File: src/rtl/stq_pkg.sv
// Shared definitions for the path stack/queue: operating mode encoding and
// the count/pointer width helper.
package stq_pkg;

  typedef enum logic {
    MODE_STACK = 1'b0,
    MODE_QUEUE = 1'b1
  } stq_mode_e;

  // Count must represent 0..depth inclusive, hence depth+1 codes.
  function automatic int unsigned stq_cnt_w(input int unsigned depth);
    return $clog2(depth + 1);
  endfunction

endpackage

File: src/rtl/path_stack_queue_if.sv
// Control/status bundle between the maze solver (master) and the path store (slave).
interface path_stack_queue_if
  import stq_pkg::*;
#(
  parameter int unsigned DATA_W = 8,
  parameter int unsigned DEPTH  = 256
);

  localparam int unsigned CNT_W = stq_cnt_w(DEPTH);

  logic              clear;
  logic              push;
  logic              pop;
  logic              run;
  logic              done;
  logic              rewind;
  logic [DATA_W-1:0] din;
  logic [DATA_W-1:0] dout;
  logic              dout_valid;
  logic              mode;
  logic [CNT_W-1:0]  count;
  logic              empty;
  logic              full;
  logic              overflow;
  logic              underflow;

  modport master (
    output clear, push, pop, run, done, rewind, din,
    input  dout, dout_valid, mode, count, empty, full, overflow, underflow
  );

  modport slave (
    input  clear, push, pop, run, done, rewind, din,
    output dout, dout_valid, mode, count, empty, full, overflow, underflow
  );

endinterface

File: src/rtl/stq_mem.sv
// Path storage array: synchronous write, combinational read feeding the
// parent's registered output.
module stq_mem #(
  parameter int unsigned DATA_W = 8,
  parameter int unsigned DEPTH  = 256,
  parameter int unsigned AW     = 8
) (
  input  logic              i_clk,
  input  logic              i_we,
  input  logic [AW-1:0]     i_waddr,
  input  logic [DATA_W-1:0] i_wdata,
  input  logic [AW-1:0]     i_raddr,
  output logic [DATA_W-1:0] o_rdata
);

  logic [DATA_W-1:0] r_mem [DEPTH];

  always_ff @(posedge i_clk) begin
    if (i_we) begin
      r_mem[i_waddr] <= i_wdata;
    end
  end

  assign o_rdata = r_mem[i_raddr];

endmodule

File: src/rtl/path_stack_queue.sv
// LIFO path store during search; after done it replays the surviving path
// oldest-first, non-destructively, with rewind and sticky error flags.
module path_stack_queue
  import stq_pkg::*;
#(
  parameter int unsigned DATA_W = 8,
  parameter int unsigned DEPTH  = 256,
  parameter int unsigned CNT_W  = stq_cnt_w(DEPTH)
) (
  input  logic               clk,
  input  logic               rst,
  path_stack_queue_if.slave  bus
);

  localparam int unsigned AW = (DEPTH > 1) ? $clog2(DEPTH) : 1;
  localparam logic [CNT_W-1:0] CntOne  = CNT_W'(1);
  localparam logic [CNT_W-1:0] CntFull = CNT_W'(DEPTH);

  stq_mode_e         r_mode;
  logic [CNT_W-1:0]  r_count;
  logic [CNT_W-1:0]  r_rd_ptr;
  logic [DATA_W-1:0] r_dout;
  logic              r_dout_valid;
  logic              r_overflow;
  logic              r_underflow;

  logic              w_full;
  logic              w_empty;
  logic              w_blocked;
  logic              w_s_pop;
  logic              w_s_push;
  logic              w_q_pop;
  logic              w_rd_en;
  logic              w_ovf_set;
  logic              w_udf_set;
  logic              w_we;
  logic [AW-1:0]     w_waddr;
  logic [AW-1:0]     w_raddr;
  logic [DATA_W-1:0] w_rdata;
  logic [CNT_W-1:0]  w_top;

  always_comb begin
    w_full    = (r_count == CntFull);
    w_empty   = (r_mode == MODE_QUEUE) ? (r_rd_ptr == r_count) : (r_count == '0);
    w_top     = r_count - CntOne;
    // clear, done and a queue-mode rewind all suppress the data operations
    w_blocked = bus.clear | bus.done | ((r_mode == MODE_QUEUE) & bus.rewind);

    w_s_pop   = (r_mode == MODE_STACK) & bus.pop & ~w_empty;
    // A simultaneous pop frees the top slot, so a full stack still takes the push.
    w_s_push  = (r_mode == MODE_STACK) & bus.push & (~w_full | w_s_pop);
    w_q_pop   = (r_mode == MODE_QUEUE) & bus.pop & bus.run & ~w_empty;
    w_rd_en   = w_s_pop | w_q_pop;

    w_ovf_set = bus.push & ((r_mode == MODE_QUEUE) | ~w_s_push);
    w_udf_set = bus.pop & w_empty & ((r_mode == MODE_STACK) | bus.run);

    w_we      = w_s_push & ~w_blocked;
    w_waddr   = w_s_pop ? AW'(w_top) : AW'(r_count);
    w_raddr   = (r_mode == MODE_QUEUE) ? AW'(r_rd_ptr) : AW'(w_top);
  end

  stq_mem #(
    .DATA_W (DATA_W),
    .DEPTH  (DEPTH),
    .AW     (AW)
  ) u_mem (
    .i_clk   (clk),
    .i_we    (w_we),
    .i_waddr (w_waddr),
    .i_wdata (bus.din),
    .i_raddr (w_raddr),
    .o_rdata (w_rdata)
  );

  always_ff @(posedge clk or posedge rst) begin
    if (rst) begin
      r_mode       <= MODE_STACK;
      r_count      <= '0;
      r_rd_ptr     <= '0;
      r_dout       <= '0;
      r_dout_valid <= 1'b0;
      r_overflow   <= 1'b0;
      r_underflow  <= 1'b0;
    end else begin
      r_dout_valid <= 1'b0;
      if (bus.clear) begin
        r_mode      <= MODE_STACK;
        r_count     <= '0;
        r_rd_ptr    <= '0;
        r_dout      <= '0;
        r_overflow  <= 1'b0;
        r_underflow <= 1'b0;
      end else if (bus.done) begin
        r_mode   <= MODE_QUEUE;
        r_rd_ptr <= '0;
      end else if ((r_mode == MODE_QUEUE) && bus.rewind) begin
        r_rd_ptr <= '0;
      end else begin
        if (w_rd_en) begin
          r_dout       <= w_rdata;
          r_dout_valid <= 1'b1;
        end
        if (w_q_pop) begin
          r_rd_ptr <= r_rd_ptr + CntOne;
        end
        if (w_s_push && !w_s_pop) begin
          r_count <= r_count + CntOne;
        end else if (w_s_pop && !w_s_push) begin
          r_count <= w_top;
        end
        if (w_ovf_set) begin
          r_overflow <= 1'b1;
        end
        if (w_udf_set) begin
          r_underflow <= 1'b1;
        end
      end
    end
  end

  assign bus.dout       = r_dout;
  assign bus.dout_valid = r_dout_valid;
  assign bus.mode       = r_mode;
  assign bus.count      = r_count;
  assign bus.empty      = w_empty;
  assign bus.full       = w_full;
  assign bus.overflow   = r_overflow;
  assign bus.underflow  = r_underflow;

endmodule

File: src/flat_wrapper.sv
// flat-port wrapper written by rule: the top's interface ports become plain ports
module path_stack_queue_flat import stq_pkg::*;
#(
  parameter int unsigned DATA_W = 8,
  parameter int unsigned DEPTH  = 256,
  parameter int unsigned CNT_W  = stq_cnt_w(DEPTH)
)
  (clk, rst, bus_clear, bus_push, bus_pop, bus_run, bus_done, bus_rewind, bus_din, bus_dout, bus_dout_valid, bus_mode, bus_count, bus_empty, bus_full, bus_overflow, bus_underflow);
  path_stack_queue_if #(.DATA_W(DATA_W), .DEPTH(DEPTH)) bus_i ();
  input  logic clk;
  input  logic rst;
  input wire logic [$bits(bus_i.clear)-1:0] bus_clear;
  input wire logic [$bits(bus_i.push)-1:0] bus_push;
  input wire logic [$bits(bus_i.pop)-1:0] bus_pop;
  input wire logic [$bits(bus_i.run)-1:0] bus_run;
  input wire logic [$bits(bus_i.done)-1:0] bus_done;
  input wire logic [$bits(bus_i.rewind)-1:0] bus_rewind;
  input wire logic [$bits(bus_i.din)-1:0] bus_din;
  output wire logic [$bits(bus_i.dout)-1:0] bus_dout;
  output wire logic [$bits(bus_i.dout_valid)-1:0] bus_dout_valid;
  output wire logic [$bits(bus_i.mode)-1:0] bus_mode;
  output wire logic [$bits(bus_i.count)-1:0] bus_count;
  output wire logic [$bits(bus_i.empty)-1:0] bus_empty;
  output wire logic [$bits(bus_i.full)-1:0] bus_full;
  output wire logic [$bits(bus_i.overflow)-1:0] bus_overflow;
  output wire logic [$bits(bus_i.underflow)-1:0] bus_underflow;
  assign bus_i.clear = bus_clear;
  assign bus_i.push = bus_push;
  assign bus_i.pop = bus_pop;
  assign bus_i.run = bus_run;
  assign bus_i.done = bus_done;
  assign bus_i.rewind = bus_rewind;
  assign bus_i.din = bus_din;
  assign bus_dout = bus_i.dout;
  assign bus_dout_valid = bus_i.dout_valid;
  assign bus_mode = bus_i.mode;
  assign bus_count = bus_i.count;
  assign bus_empty = bus_i.empty;
  assign bus_full = bus_i.full;
  assign bus_overflow = bus_i.overflow;
  assign bus_underflow = bus_i.underflow;
  path_stack_queue #(.DATA_W(DATA_W), .DEPTH(DEPTH), .CNT_W(CNT_W)) u_core (.clk(clk), .rst(rst), .bus(bus_i));
endmodule
File: config.mk
export PLATFORM = sky130hd
export DESIGN_NAME = path_stack_queue_flat
export DESIGN_NICKNAME = d
export VERILOG_FILES = /design/src/rtl/stq_pkg.sv /design/src/rtl/path_stack_queue_if.sv /design/src/rtl/stq_mem.sv /design/src/rtl/path_stack_queue.sv /design/src/flat_wrapper.sv
export SDC_FILE = /design/constraint.sdc
export NUM_CORES = 2
export LEC_CHECK = 0
export BUFFER_PORTS_ARGS = -buffer_cell sky130_fd_sc_hd__buf_2
export CORE_MARGIN = 10
export CORE_UTILIZATION = 40
export DETAILED_ROUTE_END_ITERATION = 10
export HOLD_SLACK_MARGIN = 0.12
export PLACE_DENSITY_LB_ADDON = 0.1
export SETUP_SLACK_MARGIN = 0.3
export SLEW_MARGIN = 10
export SYNTH_ARGS = -nofsm -noshare
export SYNTH_HDL_FRONTEND = slang
export SYNTH_SLANG_ARGS = --single-unit
export TNS_END_PERCENT = 10
File: constraint.sdc
create_clock -name clk -period 7.6 [get_ports clk]
set_input_delay 0.38 -clock clk [delete_from_list [all_inputs] [get_ports clk]]
set_output_delay 0.38 -clock clk [all_outputs]
set_load 0.005 [all_outputs]
==> impl_results.md <==
* Status: completed
* Setup tns final at 0 ns
* CP Cell Sequence: inv_1 > ha_1 > nor3b_1 > buf_4 > a311oi_2 > nand2_1 > nor3_1 > a21oi_1 > o22ai_1 > nand3_2 > nor2_1
* Synthesized cell area at 0.0825 mm2
* Clock sinks at 2078
* Die Ht at 474 um
* CP bufs+invs at 2
* Clk buf depth at 3
* Endpoints failing setup at 0
* RSZ-0062 raised after global routing: false
* CP max FO at 20
* Placed cells at 7459
* Dpl ws at 1.80 ns
* Worst Setup Slack, final at 1.60 ns
* Final hold violations at 0
* CTS Root Cell: clkbuf_16
* First-pass GRT wire length at 374000 um
* Clock Skews at 0.0456 ns
* Avg Inst Size Synth at 16.8 um2
* EDFF count, synth at 2048
* Leakage at 29.7 nW
* CP endpoint kind: register
* Worst Path Required at 8.07 ns
* Crit-path leading delay family: simple AND/OR/NAND/NOR gates
* Fin nets at 5020
* Die ar. at 0.225 mm2
* Area leader, netlist: edfxtp_1
* Total detailed-routing wirelength at 268000 um
* First-pass DRT Iterations at 10
* Gates resized, CTS repair at 0
* Most common cell in the netlist: edfxtp_1
* Synth unique cells at 81
* Routed len/inst at 34.0 um
* Core Area at 0.205 mm2
* Num CTS Buffers at 213
* Final HPWL DP at 160000 um
* Synth async-reset ratio at 0.0144
* Final period util at 0.790
* Area contributors post-synth: edfxtp_1 (75%), mux4_2 (7.8%), nand2_1 (3.7%), mux2i_1 (2.1%), nand3_1 (1.7%)
* Worst hold path class: input port to register
* Synth warn at 0
* CTS tree: yes
* I/O pin count at 39
* Setup bufs post-CTS at 0
* Horiz. Die Dim at 474 um
* CP max stage delay at 0.96 ns
* Clk pin slew, worst setup/hold paths at 0.07 ns
* Layout Cells excl Fill at 7872
* Slew Limit Fails at 0
* Most frequent cells after synthesis: edfxtp_1 (2048), nand2_1 (803), nor2_1 (301)
* Largest net degree at the start of global routing at 146
* Slew HR at 0.134
* Peak Freq at 167 MHz
* Synth top area share at 0.746
* Layout cells sized above 1 at 0.158
* Crit Path Category: register to register
* GRT Total Usage at 0.234
* Routability cong. at 0.850
* Peak supply drop at 258 uV
* First DRT Iteration DRCs at 5935
* Period minus WS final at 6.00 ns
* Vias in the first global route at 46.2k
* Area added between synthesis and finish at 12.7%
* Mapped Cells at 4914
* Vias at 46.6k
* Power Dens Cells at 297 mW/mm2
* Initial core utilization at 0.403
* ANT nets after route at 0
* Max Cap Viol at 0
* Critical Path Source Type: register
* Syn Nets at 4933
* Post-layout util at 0.454
* Filler cells at 17.7k
* Top FF cell, synth: edfxtp_1
* Synth Register Bits at 2078
* Crit-path slowest cell: nor2_1
* Vias per std cell at 5.92
* I/O Buffers at 38
* Register area share after synthesis at 0.755
* Initial antenna violation count at 15
* GRT overflow at 0
* H-Tree Level Count at 4
* Skew-Pair Late Insertion Delay at 0.88 ns
* Critical Path AT at 6.47 ns
* Residual DRC at 0
* Std-Cell Rows at 166
* Worst Tran Pin Value at 1.30 ns
==> metal layers <==
metal | share of wire | vias to the layer above | GRT usage
met1 | 0.43 | 24700 | 0.335
met2 | 0.46 | 1986 | 0.363
met4 | 0.034 | 4 | 0.0745
met5 | 0.000086 | - | 0
li1 | - | 19500 | -
met3 | 0.075 | 395 | 0.0436
==> power breakdown <==
group | internal (mW) | switching [mW] | leakage, nW
Sequential | 12.6 | 0.0652 | 18.8
Combinational | 1.25 | 3.34 | 7.58
Clock | 5.82 | 4.54 | 3.34
Total | 19.7 | 7.94 | 29.7
==> what timing repair did <==
item,4_1_cts,5_1_grt
endpoints found under the hold margin,272,0
hold buffers,15,0
endpoints found under the setup margin,0,0
==> placed cells by master (no fill, tap or decap), types with 19 or more instances in the layout <==
master / count
a21oi_1: 49
a22oi_1: 44
a31oi_1: 49
a32oi_1: 109
and3_1: 19
buf_2: 30
buf_4: 111
bufinv_16: 19
clkbuf_1: 38
clkbuf_16: 214
clkinv_1: 49
clkinv_2: 49
dfrtp_1: 29
edfxtp_1: 2048
mux2i_1: 174
mux4_2: 287
nand2_1: 800
nand3_1: 281
nand4_1: 87
nor2_1: 295
o21ai_0: 50
==> metrics by stage <==
stage	area [um2]	power [mW]	hold slack (ns)
global route	92900	28.4	0.133
floorplan	82500	15.3	0.443
CTS	92900	27.8	0.141
detailed placement	85900	17.5	0.530
finish	92900	27.6	0.0746
global placement	85900	17.5	0.520
==> sequential cells by signal, indices dropped and copies added, names as in the netlist <==
signal / count
u_core.bus.count: 9
u_core.r_rd_ptr: 9
u_core.bus.mode: 1
u_core.u_mem.r_mem: 2048
u_core.bus.dout: 8
u_core.bus.underflow: 1
u_core.bus.dout_valid: 1
u_core.bus.overflow: 1
==> area by class of cell <==
type | count | area [um2] | area share
Clock buffer | 253 | 5510 | 0.0593
Timing Repair Buffer | 182 | 1610 | 0.0174
Multi-Input combinational cell | 2510 | 18800 | 0.202
Tap cell | 2688 | 3360 | 0.0362
Inverter | 16 | 60.1 | 0.000646
Sequential cell | 2078 | 62300 | 0.670
Clock inverter | 140 | 1320 | 0.0142
Antenna cell | 5 | 12.5 | 0.000135
==> kinds of logic (layout without fill, tap and decap cells) <==
kind of cell | Yosys count | in the layout | synth area share
other cells | 0 | 5 | 0
simple gates | 1583 | 1583 | 0.0831
compound gates | 440 | 440 | 0.0397
xor+xnor | 22 | 22 | 0.00234
fa+ha+maj | 3 | 3 | 0.000455
flops | 2078 | 2078 | 0.755
mux | 462 | 462 | 0.0996
buf+inv | 326 | 591 | 0.0202
==> final timing paths <==
path                                          start                          to  slack [ns]  cells past startpoint
worst min register to register   u_core.r_rd_ptr[8]          u_core.r_rd_ptr[8]        0.59                      2
max in group asynchronous                       rst             u_core.bus.mode        6.99                      4
min in group asynchronous                       rst        u_core.bus.underflow        0.19                      4
worst max-delay path            u_core.bus.count[0]  u_core.u_mem.r_mem[108][7]        1.60                     11
worst min-delay path                     bus_din[7]   u_core.u_mem.r_mem[18][7]        0.07                      1
worst max register to register  u_core.bus.count[0]  u_core.u_mem.r_mem[108][7]        1.60                     11
Note: power is estimated with default switching activity, not from simulation.
